===== config.mk =====
export PLATFORM = sky130hd
export DESIGN_NAME = board_move_executor
export DESIGN_NICKNAME = d
export VERILOG_FILES = /design/src/rtl/chess_pkg.sv /design/src/rtl/move_checker.sv /design/src/rtl/board_move_executor.sv
export SDC_FILE = /design/constraint.sdc
export NUM_CORES = 1
export LEC_CHECK = 0
export CORE_AREA = 4 4 221 223
export CTS_CLUSTER_SIZE = 20
export DETAILED_ROUTE_END_ITERATION = 10
export DIE_AREA = 0 0 225 227
export PLACE_DENSITY_LB_ADDON = 0.05
export REMOVE_ABC_BUFFERS = 1
export SYNTH_ARGS = -nofsm -noshare
export SYNTH_HDL_FRONTEND = slang
export SYNTH_HIERARCHICAL = 1
export SYNTH_SLANG_ARGS = --single-unit

===== constraint.sdc =====
create_clock -name clk -period 4.4 [get_ports clk]
set_input_delay 0.88 -clock clk [delete_from_list [all_inputs] [get_ports clk]]
set_output_delay 0.88 -clock clk [all_outputs]
set_load 0.01 [all_outputs]

===== src/rtl/chess_pkg.sv =====
// Shared chess types: square encoding, piece/colour codes, result codes and the start position.
package chess_pkg;

   localparam int unsigned SQ_W   = 5;
   localparam int unsigned N_SQ   = 64;
   localparam int unsigned IDX_W  = 6;
   localparam int unsigned FLAT_W = SQ_W * N_SQ;

   // bit0 occupied, bit1 colour, bits4:2 piece type
   typedef logic [SQ_W-1:0] square_t;

   localparam logic [2:0] T_PAWN   = 3'b001;
   localparam logic [2:0] T_KNIGHT = 3'b010;
   localparam logic [2:0] T_BISHOP = 3'b011;
   localparam logic [2:0] T_ROOK   = 3'b100;
   localparam logic [2:0] T_QUEEN  = 3'b101;
   localparam logic [2:0] T_KING   = 3'b110;

   localparam logic COLOR_WHITE = 1'b0;
   localparam logic COLOR_BLACK = 1'b1;

   typedef enum logic [2:0] {
      RC_OK          = 3'd0,
      RC_SRC_EMPTY   = 3'd1,
      RC_WRONG_COLOR = 3'd2,
      RC_DST_OWN     = 3'd3,
      RC_ILLEGAL     = 3'd4
   } result_code_t;

   // Row 0 is black's back rank, row 7 is white's.
   localparam square_t START_POS [0:63] = '{
      5'b10011, 5'b01011, 5'b01111, 5'b10111, 5'b11011, 5'b01111, 5'b01011, 5'b10011,
      5'b00111, 5'b00111, 5'b00111, 5'b00111, 5'b00111, 5'b00111, 5'b00111, 5'b00111,
      5'b00000, 5'b00000, 5'b00000, 5'b00000, 5'b00000, 5'b00000, 5'b00000, 5'b00000,
      5'b00000, 5'b00000, 5'b00000, 5'b00000, 5'b00000, 5'b00000, 5'b00000, 5'b00000,
      5'b00000, 5'b00000, 5'b00000, 5'b00000, 5'b00000, 5'b00000, 5'b00000, 5'b00000,
      5'b00000, 5'b00000, 5'b00000, 5'b00000, 5'b00000, 5'b00000, 5'b00000, 5'b00000,
      5'b00101, 5'b00101, 5'b00101, 5'b00101, 5'b00101, 5'b00101, 5'b00101, 5'b00101,
      5'b10001, 5'b01001, 5'b01101, 5'b10101, 5'b11001, 5'b01101, 5'b01001, 5'b10001
   };

   function automatic logic [IDX_W-1:0] sq_idx(input logic [2:0] row, input logic [2:0] col);
      return {row, col};
   endfunction

endpackage


===== src/rtl/move_checker.sv =====
// Combinational move validation; the first failing rule determines the result code.
module move_checker
   import chess_pkg::*;
(
   input  square_t      src_sq,
   input  square_t      dst_sq,
   input  logic         side,
   input  logic         mask_bit,
   input  logic         same_sq,
   output result_code_t code_c
);

   // Piece types play no part in validation.
   logic unused_type_bits;
   assign unused_type_bits = ^{src_sq[4:2], dst_sq[4:2]};

   always_comb begin
      code_c = RC_OK;
      if (!src_sq[0]) begin
         code_c = RC_SRC_EMPTY;
      end else if (src_sq[1] != side) begin
         code_c = RC_WRONG_COLOR;
      end else if (dst_sq[0] && (dst_sq[1] == src_sq[1])) begin
         code_c = RC_DST_OWN;
      end else if (same_sq || !mask_bit) begin
         code_c = RC_ILLEGAL;
      end
   end

endmodule


===== src/rtl/board_move_executor.sv =====
// Holds the chess board and applies validated moves through an IDLE/CHECK/COMMIT/RESP sequence.
module board_move_executor
   import chess_pkg::*;
#(
   parameter logic [2:0] PROMOTE_TO = 3'b101,
   parameter bit         PROMOTE_EN = 1'b1
) (
   input  logic              clk,
   input  logic              reset,
   input  logic              move_valid,
   output logic              move_ready,
   input  logic [IDX_W-1:0]  move_src,
   input  logic [IDX_W-1:0]  move_dst,
   input  logic [N_SQ-1:0]   move_mask,
   output logic              result_valid,
   output logic [2:0]        result_code,
   output logic [SQ_W-1:0]   captured_piece,
   output logic              side_to_move,
   output logic              game_over,
   output logic [FLAT_W-1:0] board_flat
);

   typedef enum logic [1:0] {
      S_IDLE   = 2'd0,
      S_CHECK  = 2'd1,
      S_COMMIT = 2'd2,
      S_RESP   = 2'd3
   } state_t;

   state_t           state_q, state_d;
   logic [IDX_W-1:0] src_q, src_d;
   logic [IDX_W-1:0] dst_q, dst_d;
   logic [N_SQ-1:0]  mask_q, mask_d;
   result_code_t     code_q, code_d;
   square_t          board_q [N_SQ];
   square_t          board_d [N_SQ];
   logic             side_q, side_d;
   logic             game_over_q, game_over_d;
   logic             ready_q, ready_d;
   logic             result_valid_q, result_valid_d;
   result_code_t     result_code_q, result_code_d;
   square_t          captured_q, captured_d;

   result_code_t     chk_code_c;
   square_t          moved_c;
   logic             last_rank_c;

   move_checker u_move_checker (
      .src_sq   (board_q[src_q]),
      .dst_sq   (board_q[dst_q]),
      .side     (side_q),
      .mask_bit (mask_q[dst_q]),
      .same_sq  (src_q == dst_q),
      .code_c   (chk_code_c)
   );

   // Piece as it lands on dst, including pawn promotion on the far rank.
   always_comb begin
      moved_c     = board_q[src_q];
      last_rank_c = ((moved_c[1] == COLOR_WHITE) && (dst_q[5:3] == 3'd0)) ||
                    ((moved_c[1] == COLOR_BLACK) && (dst_q[5:3] == 3'd7));
      if (PROMOTE_EN && (moved_c[4:2] == T_PAWN) && last_rank_c) begin
         moved_c[4:2] = PROMOTE_TO;
      end
   end

   always_comb begin
      state_d        = state_q;
      src_d          = src_q;
      dst_d          = dst_q;
      mask_d         = mask_q;
      code_d         = code_q;
      board_d        = board_q;
      side_d         = side_q;
      game_over_d    = game_over_q;
      result_valid_d = 1'b0;
      result_code_d  = result_code_q;
      captured_d     = captured_q;

      case (state_q)
         S_IDLE: begin
            if (move_valid && ready_q) begin
               src_d   = move_src;
               dst_d   = move_dst;
               mask_d  = move_mask;
               state_d = S_CHECK;
            end
         end
         S_CHECK: begin
            code_d  = chk_code_c;
            state_d = S_COMMIT;
         end
         S_COMMIT: begin
            if (code_q == RC_OK) begin
               board_d[dst_q] = moved_c;
               board_d[src_q] = '0;
               side_d         = ~side_q;
               captured_d     = board_q[dst_q];
               if (board_q[dst_q][4:2] == T_KING) begin
                  game_over_d = 1'b1;
               end
            end else begin
               captured_d = '0;
            end
            result_code_d  = code_q;
            result_valid_d = 1'b1;
            state_d        = S_RESP;
         end
         S_RESP: begin
            state_d = S_IDLE;
         end
         default: begin
            state_d = S_IDLE;
         end
      endcase

      ready_d = (state_d == S_IDLE) && !game_over_d;
   end

   always_ff @(posedge clk) begin
      if (reset) begin
         state_q        <= S_IDLE;
         src_q          <= '0;
         dst_q          <= '0;
         mask_q         <= '0;
         code_q         <= RC_OK;
         board_q        <= START_POS;
         side_q         <= 1'b0;
         game_over_q    <= 1'b0;
         ready_q        <= 1'b1;
         result_valid_q <= 1'b0;
         result_code_q  <= RC_OK;
         captured_q     <= '0;
      end else begin
         state_q        <= state_d;
         src_q          <= src_d;
         dst_q          <= dst_d;
         mask_q         <= mask_d;
         code_q         <= code_d;
         board_q        <= board_d;
         side_q         <= side_d;
         game_over_q    <= game_over_d;
         ready_q        <= ready_d;
         result_valid_q <= result_valid_d;
         result_code_q  <= result_code_d;
         captured_q     <= captured_d;
      end
   end

   always_comb begin
      board_flat = '0;
      for (int i = 0; i < int'(N_SQ); i++) begin
         board_flat[SQ_W*i +: SQ_W] = board_q[i];
      end
   end

   assign move_ready     = ready_q;
   assign result_valid   = result_valid_q;
   assign result_code    = 3'(result_code_q);
   assign captured_piece = captured_q;
   assign side_to_move   = side_q;
   assign game_over      = game_over_q;

endmodule


==> results of run 1 <==
layout by cell type (no fill, tap or decap), types with 8 or more instances in the layout:
cell               n
a211oi_1          30
a21oi_1          127
a221o_1           96
a221oi_1          30
a22o_1            30
a22oi_1          362
a31oi_1           10
and3_1             8
and3b_1            8
and4_1             8
buf_12            10
buf_4            102
clkbuf_1          14
clkbuf_16         45
clkbuf_8          10
clkdlybuf4s50_1  409
dfxtp_1          407
inv_1             21
mux2_2            29
mux2i_1           56
mux4_2            32
nand2_1          209
nand2b_1          11
nand3_1           11
nand3b_1          21
nand4_1           21
nor2_1           342
nor2b_1           15
nor3_1            51
o21ai_0           68
o22ai_1           41
or3b_2             9
power groups by stage:
stage | logic (mW) | clock network (mW) | registers (mW)
floorplan | 2.05 | 0 | 4.36
global placement | 4.36 | 0 | 4.34
detailed placement | 4.41 | 0 | 4.35
CTS | 4.42 | 3.79 | 4.27
global route | 4.73 | 3.93 | 4.31
finish | 4.66 | 3.79 | 4.30
critical path, stage by stage (launching register included):
cell and delay [ps]:
dfxtp_2 710, buf_4 430, nor2b_1 860, a221oi_1 230
o21ai_0 550, a22o_1 310, or4_2 180, buf_12 290
o211ai_2 170, buf_12 180, a211oi_1 210
how the worst max path moves through the flow:
stage                 endpoint  cells after the start  slack [ps]
2_1_floorplan   board_flat[10]                      5       -3230
3_3_place_gp         code_q[2]                     10         410
3_5_place_dp         code_q[2]                     10         370
4_1_cts              code_q[2]                     10         360
5_1_grt              code_q[2]                     10         170
6_report       board_flat[314]                     10         130
layout make-up:
class                      count  area (sq um)  share of cell area, %
clock inverter                12           130                  0.478
multi-input combinational   1753         11600                   42.5
inverter                      23          86.3                  0.317
sequential                   413          8280                   30.4
timing repair buffer         522          5070                   18.7
tap                          607           759                   2.79
antenna                        2          5.00                 0.0184
clock buffer                  69          1320                   4.84
layer usage:
metal	up-vias	global-route usage, %	routed length [microns]
li1	9915	-	-
met1	11500	53.0	40800
met2	2067	61.3	47100
met3	505	14.4	16000
met4	4	23.8	8050
met5	-	0	69
sequential cells by signal, indices dropped and copies added, names as in the netlist:
signal	count
captured_piece	5
state_q	2
move_ready	1
mask_q	64
src_q	6
code_q	3
dst_q	6
side_to_move	1
result_code	3
board_flat	320
game_over	1
result_valid	1
==> reports/metrics.cfg, run 1 <==
[final_layout]
area_growth_pct = 30.5
post-route-util_pct = 58.4
final_nets = 2840
fillers = 4191
fin_area_sq_um = 27200
drive_above_1_share_pct = 9.99
instances_no_fill = 3401

[pwr]
p_int_mw = 7.48
p_clk_share_pct = 29.7
finalPower_mw = 12.7
switching_share_pct = 41.3
power_density_nw_per_um2 = 468
max-vdd-ir-drop_v = 0.000392
seqPwrFrac_pct = 33.7
p_comb_share_pct = 36.5
power_switching_mw = 5.27
p_leak_nw = 9.05

[min_path]
min_to = mask_q[24]
worstHoldPathCells = 2
hold_start = mask_q[24]
timing.hold.worst.class = reg2reg

[timing]
tightest_slew_ps = 1320
fin_crit_ps = 4270
final.setup.worst_slack_ps = 127
finalSetupViolCount = 0
rsz0062_at_grt = false
relSlewSlack_pct = 11.8
report.final.slew_viol_count = 0
setup_tns_ps = 0
holdWs_ps = 454
clock.fmax_mhz = 234
min_period_over_period_pct = 97.1
fin_skew_ps = 13.6
hold_violations = 0

[placement]
dp.cells = 3318
hpwl_microns = 79500
gp_congestion = 1.03
place_area_sq_um = 25800
portBuffers = 410
pre_cts_slack_ps = 367

[clock_network]
clock_path_buffers = 3
post_cts_resized = 0
clock_latency_ps = 590
root_buffer = clkbuf_16
postCtsSetupBuffers = 0
cts_tree = yes
clkTransAtPathRegs_ps = 60
cts.sinks = 413
ctsHoldBuffers = 0
cts_made_buffers = 45
htree_levels = 2

[global_routing]
grt_start_max_net_pins = 156
antenna_found_initial = 5
grt_pass1_wl_microns = 158000
grt_use_total_pct = 41.5
overflow = 0
first_global_vias = 22300

[job]
maxCapViolCount = 0

[floorplanning]
num_rows = 79
die_w_microns = 225
fp.dieArea_sq_um = 51100
die_y_microns = 227
start_util_pct = 44.8
core_sq_um = 46600
ioPinCount = 411

[detailed_routing]
routed_wl_microns = 112000
viasPerCell = 7.05
vias = 24000
wl_per_cell_microns = 32.9
drtPass1Iterations = 7
drcViolationCount = 0
ant_nets = 0
drt_iter0_drc = 4352

[logic_synthesis]
synthCells = 2418
syn_area_sq_um = 20900
yosys_warnings = 6
avgSynthCellArea_sq_um = 8.62

[worst_setup_path]
reg2regPathDepth = 10
crit_path_start = src_q[1]
arrival_ps = 4770
r2r-end = board_flat[314]
crit_fanout = 49
endpoint_kind = flip-flop
regToRegSetupSlack_ps = 130
path_class = reg2reg
cp-start-kind = flip-flop
worstPathRequired_ps = 4890
r2r_start = src_q[1]

[run_status]
status = finished, final reports clean

No activity file was read; power rests on OpenSTA's default activity.
==> inputs of run 2 (changes only) <==
- SETUP_SLACK_MARGIN: unset -> 0.15
==> results of run 2 <==
Same layout as run 1: the final DEF is identical, and so are final timing and power.
